===== config.mk =====
export PLATFORM = sky130hd
export DESIGN_NAME = prbs_burst_ctrl
export DESIGN_NICKNAME = d
export VERILOG_FILES = /design/src/rtl/prbs_burst_ctrl.sv
export SDC_FILE = /design/constraint.sdc
export NUM_CORES = 1
export LEC_CHECK = 0
export ABC_AREA = 1
export BUFFER_PORTS_ARGS = -buffer_cell sky130_fd_sc_hd__buf_2
export CAP_MARGIN = 20
export CORE_MARGIN = 8
export CORE_UTILIZATION = 57
export CTS_CLUSTER_DIAMETER = 80
export DETAILED_ROUTE_END_ITERATION = 8
export PLACE_DENSITY = 0.8
export REMOVE_ABC_BUFFERS = 1
export SKIP_CTS_REPAIR_TIMING = 1
export SLEW_MARGIN = 20
export SYNTH_ARGS = -nofsm -noshare
export SYNTH_HDL_FRONTEND = slang
export SYNTH_SLANG_ARGS = --single-unit
export TNS_END_PERCENT = 20

===== constraint.sdc =====
create_clock -name clk -period 2 [get_ports clk]
set_clock_uncertainty 0.1 [all_clocks]
set_input_delay 0.4 -clock clk [delete_from_list [all_inputs] [get_ports clk]]
set_output_delay 0.4 -clock clk [all_outputs]
set_load 0.1 [all_outputs]

===== src/rtl/prbs_burst_ctrl.sv =====
// Burst sequencer for a PRBS31 generator: seeds once, then alternates enable
// bursts and idle gaps, with single-shot error-injection strobes.
module prbs_burst_ctrl #(
   parameter int CNT_W = 8
) (
   input  logic             clk,
   input  logic             rst_n,
   input  logic             start,
   input  logic             stop,
   input  logic [CNT_W-1:0] burst_len,
   input  logic [CNT_W-1:0] gap_len,
   input  logic [3:0]       num_bursts,
   input  logic             err_inj,
   output logic             prbs_load,
   output logic             prbs_en,
   output logic             err_flip,
   output logic             busy,
   output logic             done,
   output logic             aborted,
   output logic [7:0]       burst_cnt
);

   typedef enum logic [2:0] {S_IDLE, S_SEED, S_RUN, S_GAP, S_DONE} state_t;

   localparam logic [CNT_W-1:0] ONE = CNT_W'(1);

   state_t           state, state_nxt;
   logic [CNT_W-1:0] cnt, cnt_nxt;
   logic [CNT_W-1:0] blen_q, glen_q;
   logic [3:0]       nb_q;
   logic [7:0]       bcnt_nxt, bcnt_inc;
   logic             pend, pend_nxt;
   logic             abort_nxt;
   logic             accept;

   always_ff @(posedge clk or posedge rst_n) begin
      if (rst_n) begin
         state     <= S_IDLE;
         cnt       <= '0;
         blen_q    <= '0;
         glen_q    <= '0;
         nb_q      <= '0;
         burst_cnt <= '0;
         pend      <= 1'b0;
         aborted   <= 1'b0;
      end else begin
         state     <= state_nxt;
         cnt       <= cnt_nxt;
         burst_cnt <= bcnt_nxt;
         pend      <= pend_nxt;
         aborted   <= abort_nxt;
         if (accept) begin
            blen_q <= burst_len;
            glen_q <= gap_len;
            nb_q   <= num_bursts;
         end
      end
   end

   // cnt is a down-counter loaded with (length-1) on entry to RUN or GAP
   always_comb begin
      state_nxt = state;
      cnt_nxt   = cnt;
      bcnt_nxt  = burst_cnt;
      bcnt_inc  = burst_cnt + 8'd1;
      abort_nxt = 1'b0;
      accept    = 1'b0;

      prbs_load = (state == S_SEED);
      prbs_en   = (state == S_RUN);
      busy      = (state != S_IDLE);
      done      = (state == S_DONE);
      err_flip  = (state == S_RUN) && pend;

      case (state)
         S_IDLE: begin
            if (start && !stop && (burst_len != '0)) begin
               accept    = 1'b1;
               state_nxt = S_SEED;
               bcnt_nxt  = '0;
            end
         end
         S_SEED: begin
            state_nxt = S_RUN;
            cnt_nxt   = blen_q - ONE;
         end
         S_RUN: begin
            if (cnt == '0) begin
               bcnt_nxt = bcnt_inc;
               if ((nb_q != 4'd0) && (bcnt_inc == {4'd0, nb_q})) begin
                  state_nxt = S_DONE;
               end else if (glen_q == '0) begin
                  cnt_nxt = blen_q - ONE;
               end else begin
                  state_nxt = S_GAP;
                  cnt_nxt   = glen_q - ONE;
               end
            end else begin
               cnt_nxt = cnt - ONE;
            end
         end
         S_GAP: begin
            if (cnt == '0) begin
               state_nxt = S_RUN;
               cnt_nxt   = blen_q - ONE;
            end else begin
               cnt_nxt = cnt - ONE;
            end
         end
         S_DONE:  state_nxt = S_IDLE;
         default: state_nxt = S_IDLE;
      endcase

      // An abort leaves burst_cnt at the last completed burst
      if (stop && (state != S_IDLE)) begin
         state_nxt = S_IDLE;
         cnt_nxt   = '0;
         bcnt_nxt  = burst_cnt;
         abort_nxt = 1'b1;
      end

      // A request in the same cycle as a flip re-arms for the next one
      pend_nxt = (state_nxt == S_IDLE) ? 1'b0 : (err_inj | (pend & ~err_flip));
   end

endmodule


Yosys cells after proc, flatten, opt, wreduce, memory -nomap -nowiden
Cells that the tools add are included.
{ "totals": {"register_bits": 41, "elab_cells": 61} }
{ "classes": {"addsub": 4, "eq_ne": 8, "n_mux": 20, "bitwise_logic": 4, "n_reduce_logical": 17} }
{ "op_table": {"columns": ["operator", "count"], "rows": [
  ["$mux W8", 7],
  ["$pmux W8 S3", 1],
  ["$sub A8 B1 Y8 const B", 3],
  ["$mux W3", 6],
  ["$logic_not A8 Y1", 2],
  ["$pmux W8 S2", 1],
  ["$pmux W3 S4", 1],
  ["$add A8 B1 Y8 const B", 1],
  ["$eq A8 B4 Y1", 1],
  ["$reduce_bool A4 Y1", 2],
  ["$reduce_bool A8 Y1", 1],
  ["$eq A3 B2 Y1 const B", 2],
  ["$logic_not A3 Y1", 2],
  ["$logic_and A1 B1 Y1", 5],
  ["$mux W1", 4],
  ["$ne A4 B3 Y1 const B", 1],
  ["$reduce_and A4 Y1", 1],
  ["$eq A3 B1 Y1 const B", 1],
  ["$eq A3 B3 Y1 const B", 1],
  ["$reduce_bool A3 Y1", 1],
  ["$ne A2 B1 Y1 const B", 1],
  ["$ne A2 B2 Y1 const B", 1],
  ["$not A1 Y1", 2],
  ["$reduce_and A2 Y1", 1],
  ["other kinds (4)", 4]
]} }

Logic depth before layout (Yosys ltp)
Gate-level depths: netlist (run 1).
{ "logic_depth": {"depth_word": 9, "mapped_depth": 14} }

Least setup slack after synthesis (run 1)
OpenSTA, ideal clock, no wires.
{ "synth_timing": {"kind": "register to output", "startpoint": "register state[0]", "endpoint": "output port done", "t_arrival_ns": 2.571, "required_ns": 1.500, "slack_ns": -1.071, "stages_incl_launch_ff": 2, "n_path_buf": 0, "cell_sequence": "dfrtp_1 > nor3_1"} }
{ "synth_via": {"elab_chain_len": 1} }
{ "synth_rtl": {"columns": ["item", "line_no", "source"], "rows": [
  ["from (decl)", "27", "state_t state, state_nxt;"],
  ["from (signal assigned)", "47", "state <= state_nxt;"],
  ["$eq A3 B3 Y1", "72", "done = (state == S_DONE);"],
  ["to (decl)", "18", "output logic done,"]
]} }
Every way passes these cells.

Worst setup path in the final report (run 1)
{ "layout_timing": {"startpoint": "register state[1]", "endpoint": "output port err_flip"} }
{ "layout_via": {"elab_chain_len": 2} }
{ "layout_rtl": {"columns": ["item", "line_no", "source"], "rows": [
  ["$eq A3 B2 Y1", "73", "err_flip = (state == S_RUN) && pend;"],
  ["$logic_and A1 B1 Y1", "73", null],
  ["to (decl)", "16", "output logic err_flip,"]
]} }
Every way passes these cells.

==> results of run 1 <==
==> placed cells by master (no fill, tap or decap), types with 3 or more instances in the layout <==
cell type  synthesis  layout
xor2_1            10      10
ha_1               5       3
o22ai_1            6       6
inv_4              1       3
buf_2              1      33
clkbuf_8           0       5
nor2_1            31      28
inv_1             51      47
buf_4              3      20
nand2_2            3       5
dfrtp_1           41      40
a21oi_1            9       9
o21ai_0           37      36
nand2_1          114     111
buf_12             0       5
inv_2              5       6
nor4_1             3       3
nand3_2            1       3
nor3_1             7       7
nor2_4             1       5
o21ai_1            8       9
nand3_1           35      33
==> kinds of logic (layout without fill, tap and decap cells) <==
logic type,Yosys count,count (layout),synth area share [%]
simple gates,202,202,32.50
xor+xnor,12,12,3.900
buf+inv,64,125,9.471
fa+ha+maj,5,5,2.321
flops,41,41,38.07
compound gates,68,68,13.74
==> cell type report <==
cell class,instances,area (um^2)
Timing Repair Buffer,60,434.2
Multi-Input combinational cell,287,1494
Inverter,57,226.5
Sequential cell,41,1027
Fill cell,375,1294
Clock buffer,5,68.82
Clock inverter,3,17.52
Tap cell,54,67.56
==> routing by layer <==
metal	track usage (%)	routed length, um	up-vias
li1	-	-	1378
met1	25.72	3237	1252
met2	30.14	3126	99
met3	3.902	394	14
met4	6.472	132	0
met5	0	0	-
==> worst min-delay path, delay by kind of cell <==
| kind | cells | cell delay [ns] |
|---|---|---|
| buffers and inverters | 3 | 0.57 |
==> per-stage QoR <==
step           util, %  setup TNS [ns]  worst slack [ns]  cells  area, um^2
2_1_floorplan        -          -9.073            -1.076    385        2656
3_3_place_gp     67.27               0           0.02156    494        3114
3_5_place_dp     67.27               0         0.0005469    494        3114
4_1_cts          69.14         -0.1526           -0.1095    502        3201
5_1_grt          72.05         -0.6435          -0.09415    507        3336
6_report         72.05               0           0.05726    507        3336
==> where the power goes <==
part           leakage (nW)  switching (mW)  internal, mW  total [mW]
logic                  1.09            2.25          1.25        3.50
clock network        0.0439           0.297         0.241       0.538
registers             0.521           0.246          1.16        1.41
total                  1.65            2.79          2.65        5.45
==> flip-flops by register name, indices dropped and copies added, names as in the netlist <==
register,cells
pend,1
nb_q,4
cnt,8
aborted,1
burst_cnt,8
glen_q,8
blen_q,8
state,3
==> how the worst min path moves through the flow <==
stage               startpoint         to  slack (ns)  cells past startpoint
floorplan                 stop   state[2]        0.37                      1
global placement        cnt[7]     cnt[7]        0.40                      2
detailed placement      cnt[7]     cnt[7]        0.41                      2
CTS                      rst_n  blen_q[1]        0.13                      3
global route             rst_n  blen_q[0]        0.16                      3
finish                   rst_n    nb_q[0]        0.12                      3
==> results.tsv, run 1 <==
metric	value	unit
Power Total	5.446	mW
kind of critical path	register to primary output	
CTS tree	yes	
post-synthesis register bit count	41	
max_cap viols	0	
DRC	0	
area added between synthesis and finish	23.77	%
FF-to-FF path depth	13	
worst hold path type	primary input to asynchronous set/reset pin	
largest net degree at the start of global routing	42	
worst-path maximum fanout	9	
top cells by area, synth	dfrtp_1 38%, nand2_1 16%, inv_1 7.1%, o21ai_0 6.9%, nand3_1 6.5%	
R2R Path End	cnt[7]	
die area	7184	um^2
row count	25	
synthesized area	2695	um^2
Critical Path RT	1.50	ns
GP Congestion	0.9263	
Total GRT Usage	19.27	%
Root Buffer	clkbuf_8	
flop2flop setup slack	0.06	ns
Max IR drop VDD	0.6787	mV
core area	4629	um^2
sequential area share after synthesis	38.07	%
Crit. Startpoint	state[1]	
via count	2743	
initial antenna violation count	0	
hold_ws	0.1179	ns
clock sinks	41	
fraction of registers with async set/reset	100.0	%
clock-pin slew on the worst setup and hold paths	0.08	ns
cells after synthesis	392	
Slowest Stage Delay on Critical Path	0.41	ns
gr ovfl total	0	
die width	84.76	um
DR WL/cell	13.59	um
TritonRoute pass-1 iters	5	
Slew HR	65.52	%
Post-DP HPWL	5177	um
final hold vios	0	
IO Pins	39	
vias per cell	5.410	
Initial Util	58.22	%
Stages on worst setup path	7	
startpoint types	register	
first-pass GRT wire length	11320	um
top-count cell post-synth	nand2_1	
status	finished, final reports clean	
Synth Flop Type	dfrtp_1	
EDFF count, synth	0	
RSZ-0062 raised after global routing	true	
Max Freq	0.5147	GHz
CP Capture Point	err_flip	
final setup fails	0	
Buffers on Ports	38	
Crit-path slowest cell	dfrtp_2	
r2r startpoint	cnt[0]	
max-slew violations	0	
CP Buf/Inv Count	4	
via count of the first global-routing pass	2504	
Commonest cells post-synth	114 x nand2_1, 51 x inv_1, 41 x dfrtp_1	
CP arrival	1.44	ns
delay-heaviest family, CP	flip-flops	
crit-path cells	inv_2 > nor2_4 > inv_2 > nor2_8 > inv_4 > nor2_4 > buf_12	
fin crit share	97.14	%
CTS H-tree depth	2	
syn avg cell area	6.875	um^2
share of Yosys cell area claimed by the top area cell type	38.07	%
Power Dens Cells	1633	nW/um^2
clk_lat worst skew	0.30	ns
Post-DRT Antenna Nets	0	
min cycle time layout	1.943	ns
Yosys cell types	32	
fraction of layout cells with a size suffix above 1	22.74	%
clock tree buffer depth	2	
CP Capture Type	primary output	
n_diodes	0	
DRT iter0 DRCs	232	
Synth area leader	dfrtp_1	
Worst-Margin Slew	0.5172	ns
Die Y	84.76	um
Leak Pwr	1.653	nW
clock buffer count from CTS	5	
YS warnings	0	
Final Net Count	482	
final WL	6891	um
Power figures use the tool's default switching activity.
==> run 2: changes to the inputs <==
--- a/config.mk
+++ b/config.mk
@@ -8,7 +8,6 @@
 export ABC_AREA = 1
 export BUFFER_PORTS_ARGS = -buffer_cell sky130_fd_sc_hd__buf_2
 export CAP_MARGIN = 20
-export CORE_MARGIN = 8
 export CORE_UTILIZATION = 57
 export CTS_CLUSTER_DIAMETER = 80
 export DETAILED_ROUTE_END_ITERATION = 8
==> results.tsv, run 2 (synthesized netlist as in run 1, its figures left out) <==
metric	value	unit	change
Initial Util	60.64	%	+2.4 points
met3 Usage GRT	4.274	%	+0.37 points
vias per cell	5.670		+4.8%
R2R Path End	pend		
Max IR drop VDD	0.8334	mV	+23%
core area	4444	um^2	-4.0%
row count	24		-4.0%
DRT iter0 DRCs	359		+55%
Fin Setup TNS	0	ns	unchanged
violated checks	DRC		
Most Used Layer, Global Route	met2		
gr ovfl total	0		unchanged
Crit. Startpoint	state[1]		
Post-DP HPWL	5130	um	-0.90%
CP Buf/Inv Count	4		unchanged
Final Net Count	480		-0.41%
final WL	7029	um	+2.0%
n_diodes	0		unchanged
max_cap viols	0		unchanged
CP Capture Type	primary output		
Crit-path slowest cell	dfrtp_1		
Total GRT Usage	29.30	%	+10 points
Die Y	70.76	um	-17%
largest net degree at the start of global routing	42		unchanged
CTS tree	yes		
Design Area, Final	3348	um^2	+0.38%
flop2flop setup slack	0.05	ns	about the same
met2 Resource Use GR	47.97	%	+18 points
status	complete, but fails checks		
DR WL/cell	13.97	um	+2.8%
clock sinks	41		unchanged
Leak Pwr	1.657	nW	+0.23%
most frequent cells in the layout	111 x nand2_1, 46 x inv_1, 40 x dfrtp_1		
clock tree buffer depth	2		unchanged
RSZ-0062 raised after global routing	true		
max-slew violations	0		unchanged
clock-pin slew on the worst setup and hold paths	0.08	ns	about the same
startpoint types	register		
CP arrival	1.48	ns	+0.04 ns
Finished Layout Cells	503		-0.79%
TritonRoute pass-1 iters	7		+2
fraction of layout cells with a size suffix above 1	23.73	%	+0.99 points
FF-to-FF path depth	9		-4
most common library cell in the layout ignoring fill and taps	nand2_1		
fin crit share	98.95	%	+1.8 points
delay-heaviest family, CP	flip-flops		
DRC	6		+6
area added between synthesis and finish	24.23	%	
IO Pins	39		unchanged
CTS H-tree depth	2		unchanged
final hold vios	0		unchanged
worst-path maximum fanout	9		unchanged
die area	5007	um^2	-30%
die width	70.76	um	-17%
clock buffer count from CTS	5		unchanged
Buffers on Ports	38		unchanged
crit-path cells	inv_2 > nor2_4 > inv_4 > nor2_8 > inv_6 > nor2_4 > buf_12		
first-pass GRT wire length	11520	um	+1.8%
Slew HR	64.95	%	-0.57 points
Worst-Margin Slew	0.5258	ns	+0.008574 ns
worst hold path type	primary input to asynchronous set/reset pin		
Power Total	5.494	mW	+0.88%
fill cell count	339		-9.6%
r2r startpoint	cnt[5]		
M1 GR Usage	39.85	%	+14 points
kind of critical path	register to primary output		
Post-DRT Antenna Nets	0		unchanged
GP Congestion	0.9536		+2.9%
Max Freq	0.5053	GHz	-1.8%
final setup fails	0		unchanged
crit-path most repeated cell	nor2_4		
clk_lat worst skew	0.29	ns	about the same
via count	2852		+4.0%
Root Buffer	clkbuf_8		
placed cell areas	3082	um^2	-1.0%
placed cell count	488		-1.2%
Power Dens Cells	1641	nW/um^2	+0.51%
Slowest Stage Delay on Critical Path	0.42	ns	about the same
initial antenna violation count	0		unchanged
min cycle time layout	1.979	ns	+0.03626 ns
Critical Path RT	1.50	ns	about the same
via count of the first global-routing pass	2569		+2.6%
-- run 2: through the flow --
step,setup WS (ns),hold WS (ns),util (%)
after floorplan,-1.076,0.3702,-
after global placement,0.07908,0.4080,69.34
after detailed placement,-0.05325,0.4036,69.34
after CTS,-0.1707,0.1438,71.20
after global routing,-0.05243,0.1781,75.34
final,0.02100,0.1303,75.34
-- run 2: area by class of cell --
type,instances,area [um^2],share of cell area (%)
Tap cell,52,65.06,1.943
Clock inverter,2,10.01,0.2990
Timing Repair Buffer,58,419.2,12.52
Sequential cell,41,1027,30.68
Inverter,57,229.0,6.839
Clock buffer,6,72.57,2.167
Multi-Input combinational cell,287,1525,45.55
-- run 2: metal layers --
layer,up-vias,part of all wire [%]
met5,-,0
met4,0,2.8
met3,22,6.1
met2,137,47
met1,1315,44
li1,1378,-
-- run 2: worst min-delay path: stages --
cell and delay [ns]:
buf_2 0.09, inv_1 0.04, buf_4 0.44
-- run 2: power breakdown --
| group | internal (mW) | total [mW] | switching (mW) | leakage [nW] |
|---|---|---|---|---|
| Clock | 0.242 | 0.531 | 0.289 | 0.0450 |
| Combinational | 1.25 | 3.56 | 2.31 | 1.09 |
| Sequential | 1.16 | 1.41 | 0.246 | 0.521 |
| Total | 2.65 | 5.49 | 2.84 | 1.66 |
-- run 2: worst max path at each step --
stage	endpoint	cells past startpoint	slack, ns
global route	cnt[4]	13	-0.05
CTS	err_flip	7	-0.17
detailed placement	pend	12	-0.05
floorplan	err_flip	6	-1.08
finish	err_flip	7	0.02
global placement	cnt[6]	13	0.08
==> run 3: changes to the inputs <==
--- a/config.mk
+++ b/config.mk
@@ -9,6 +9,7 @@
 export BUFFER_PORTS_ARGS = -buffer_cell sky130_fd_sc_hd__buf_2
 export CAP_MARGIN = 20
 export CORE_UTILIZATION = 57
+export CTS_BUF_LIST = sky130_fd_sc_hd__clkbuf_16
 export CTS_CLUSTER_DIAMETER = 80
 export DETAILED_ROUTE_END_ITERATION = 8
 export PLACE_DENSITY = 0.8
==> constraint.sdc (replaced) <==
create_clock -name clk -period 2 [get_ports clk]
set_clock_uncertainty 0.1 [all_clocks]
set_input_delay 0.3 -clock clk [delete_from_list [all_inputs] [get_ports clk]]
set_output_delay 0.3 -clock clk [all_outputs]
set_load 0.1 [all_outputs]
==> results.tsv, run 3 (synthesized netlist as in run 1, its figures left out) <==
metric	value	unit	change
status	complete, but fails checks		
violated checks	DRC, setup timing		
initial antenna violation count	0		unchanged
IO Pins	39		unchanged
gr ovfl total	0		unchanged
GP Congestion	0.9424		-1.2%
DR WL/cell	14.28	um	+2.2%
clk_lat worst skew	0.28	ns	about the same
DRC	6		unchanged
via count	2870		+0.63%
largest net degree at the start of global routing	42		unchanged
Max IR drop VDD	0.8440	mV	+1.3%
r2r startpoint	cnt[0]		
CP Capture Type	register		
final hold vios	0		unchanged
die width	70.76	um	unchanged
Critical Path RT	2.11	ns	+0.61 ns
Post-DRT Antenna Nets	0		unchanged
most common library cell in the layout ignoring fill and taps	nand2_1		
max_cap viols	0		unchanged
fin crit share	102.5	%	+3.6 points
die area	5007	um^2	unchanged
Final WS setup	-0.05014	ns	-0.07114 ns
most frequent cells in the layout	111 x nand2_1, 47 x inv_1, 40 x dfrtp_1		
Finished Core Util	75.93	%	+0.59 points
hold_ws	0.04053	ns	-0.08979 ns
vias per cell	5.683		+0.23%
Root Buffer	clkbuf_16		
CTS H-tree depth	2		unchanged
Leak Pwr	1.684	nW	+1.7%
fill cell count	335		-1.2%
min cycle time layout	2.050	ns	+0.07114 ns
first-pass GRT wire length	10940	um	-5.0%
Power Total	5.720	mW	+4.1%
placed cell areas	3052	um^2	-0.97%
area added between synthesis and finish	25.21	%	
clock-pin slew on the worst setup and hold paths	0.06	ns	-0.02 ns
Die Y	70.76	um	unchanged
Power Dens Cells	1695	nW/um^2	+3.3%
final WL	7212	um	+2.6%
Total GRT Usage	27.72	%	-1.6 points
worst-path maximum fanout	5		-4
clock buffer count from CTS	5		unchanged
multi-input logic area	1506	um^2	-1.2%
R2R Path End	cnt[3]		
TritonRoute pass-1 iters	8		+1
row count	24		unchanged
flop2flop setup slack	-0.05	ns	-0.10 ns
clock tree buffer depth	2		unchanged
storage element area	1027	um^2	unchanged
Buffers on Ports	38		unchanged
startpoint types	register		
core area	4444	um^2	unchanged
fraction of layout cells with a size suffix above 1	23.84	%	+0.12 points
worst hold path type	primary input to asynchronous set/reset pin		
CP arrival	2.16	ns	+0.68 ns
n_diodes	0		unchanged
Worst-Margin Slew	0.5018	ns	-0.02393 ns
kind of critical path	register to register		
RSZ-0062 raised after global routing	true		
Final Net Count	482		+0.42%
Design Area, Final	3374	um^2	+0.78%
FF-to-FF path depth	13		+4
Max Freq	0.4878	GHz	-3.5%
max-slew violations	0		unchanged
Initial Util	60.64	%	unchanged
clock sinks	41		unchanged
Slew HR	66.19	%	+1.2 points
Post-DP HPWL	4922	um	-4.1%
DRT iter0 DRCs	304		-15%
pre-CTS setup slack	0.02509	ns	+0.07834 ns
final setup fails	7		+7
via count of the first global-routing pass	2462		-4.2%
CTS tree	yes		
[run 3: cell count changes in the layout (fill, tap and decap cells not counted), moves of 2 or more]
cell	previous run	this run
buf_2	33	36
clkbuf_8	5	0
inv_2	6	10
clkbuf_16	0	5
nor2_4	6	3
inv_4	4	0
nor2_1	24	26
[run 3: final cells by class]
type / instances / share of cell area [%]
multi-input combinational: 287 / 44.64
inverter: 57 / 6.489
sequential: 41 / 30.44
clock inverter: 3 / 0.4079
timing repair buffer: 60 / 12.38
clock buffer: 5 / 3.708
tap: 52 / 1.928
[run 3: stage by stage]
step	setup TNS, ns	instances
after floorplan	-8.773	385
after global placement	0	488
after detailed placement	0	488
after CTS	-0.04469	496
after global routing	-0.9273	505
final	-0.1819	505
[run 3: per-layer routing]
metal | vias to the layer above | global-route usage [%] | part of all wire (%)
met1 | 1323 | 38.50 | 43
li1 | 1378 | - | -
met5 | - | 0 | 0
met3 | 27 | 4.986 | 6.6
met2 | 142 | 44.76 | 48
met4 | 0 | 8.000 | 2.2
[run 3: where the power goes]
part	total, mW	switching, mW	internal (mW)
Clock	0.771	0.318	0.453
Sequential	1.42	0.254	1.17
Combinational	3.53	2.33	1.20
Total	5.72	2.90	2.82
[run 3: worst max path at each step]
stage | startpoint | end
floorplan | state[1] | err_flip
global placement | burst_cnt[0] | cnt[6]
detailed placement | glen_q[0] | cnt[1]
CTS | state[1] | err_flip
global route | cnt[1] | cnt[6]
finish | cnt[0] | cnt[3]
[run 3: critical path: stages (launching register included)]
cell,delay (ns)
dfrtp_1,0.39
inv_2,0.08
ha_4,0.14
nand3_2,0.11
nor2_2,0.19
nand2_2,0.12
inv_2,0.12
nand3_2,0.10
nor2_2,0.14
nand2_2,0.10
nand2_4,0.12
buf_4,0.13
nand2_1,0.04
o21ai_1,0.08
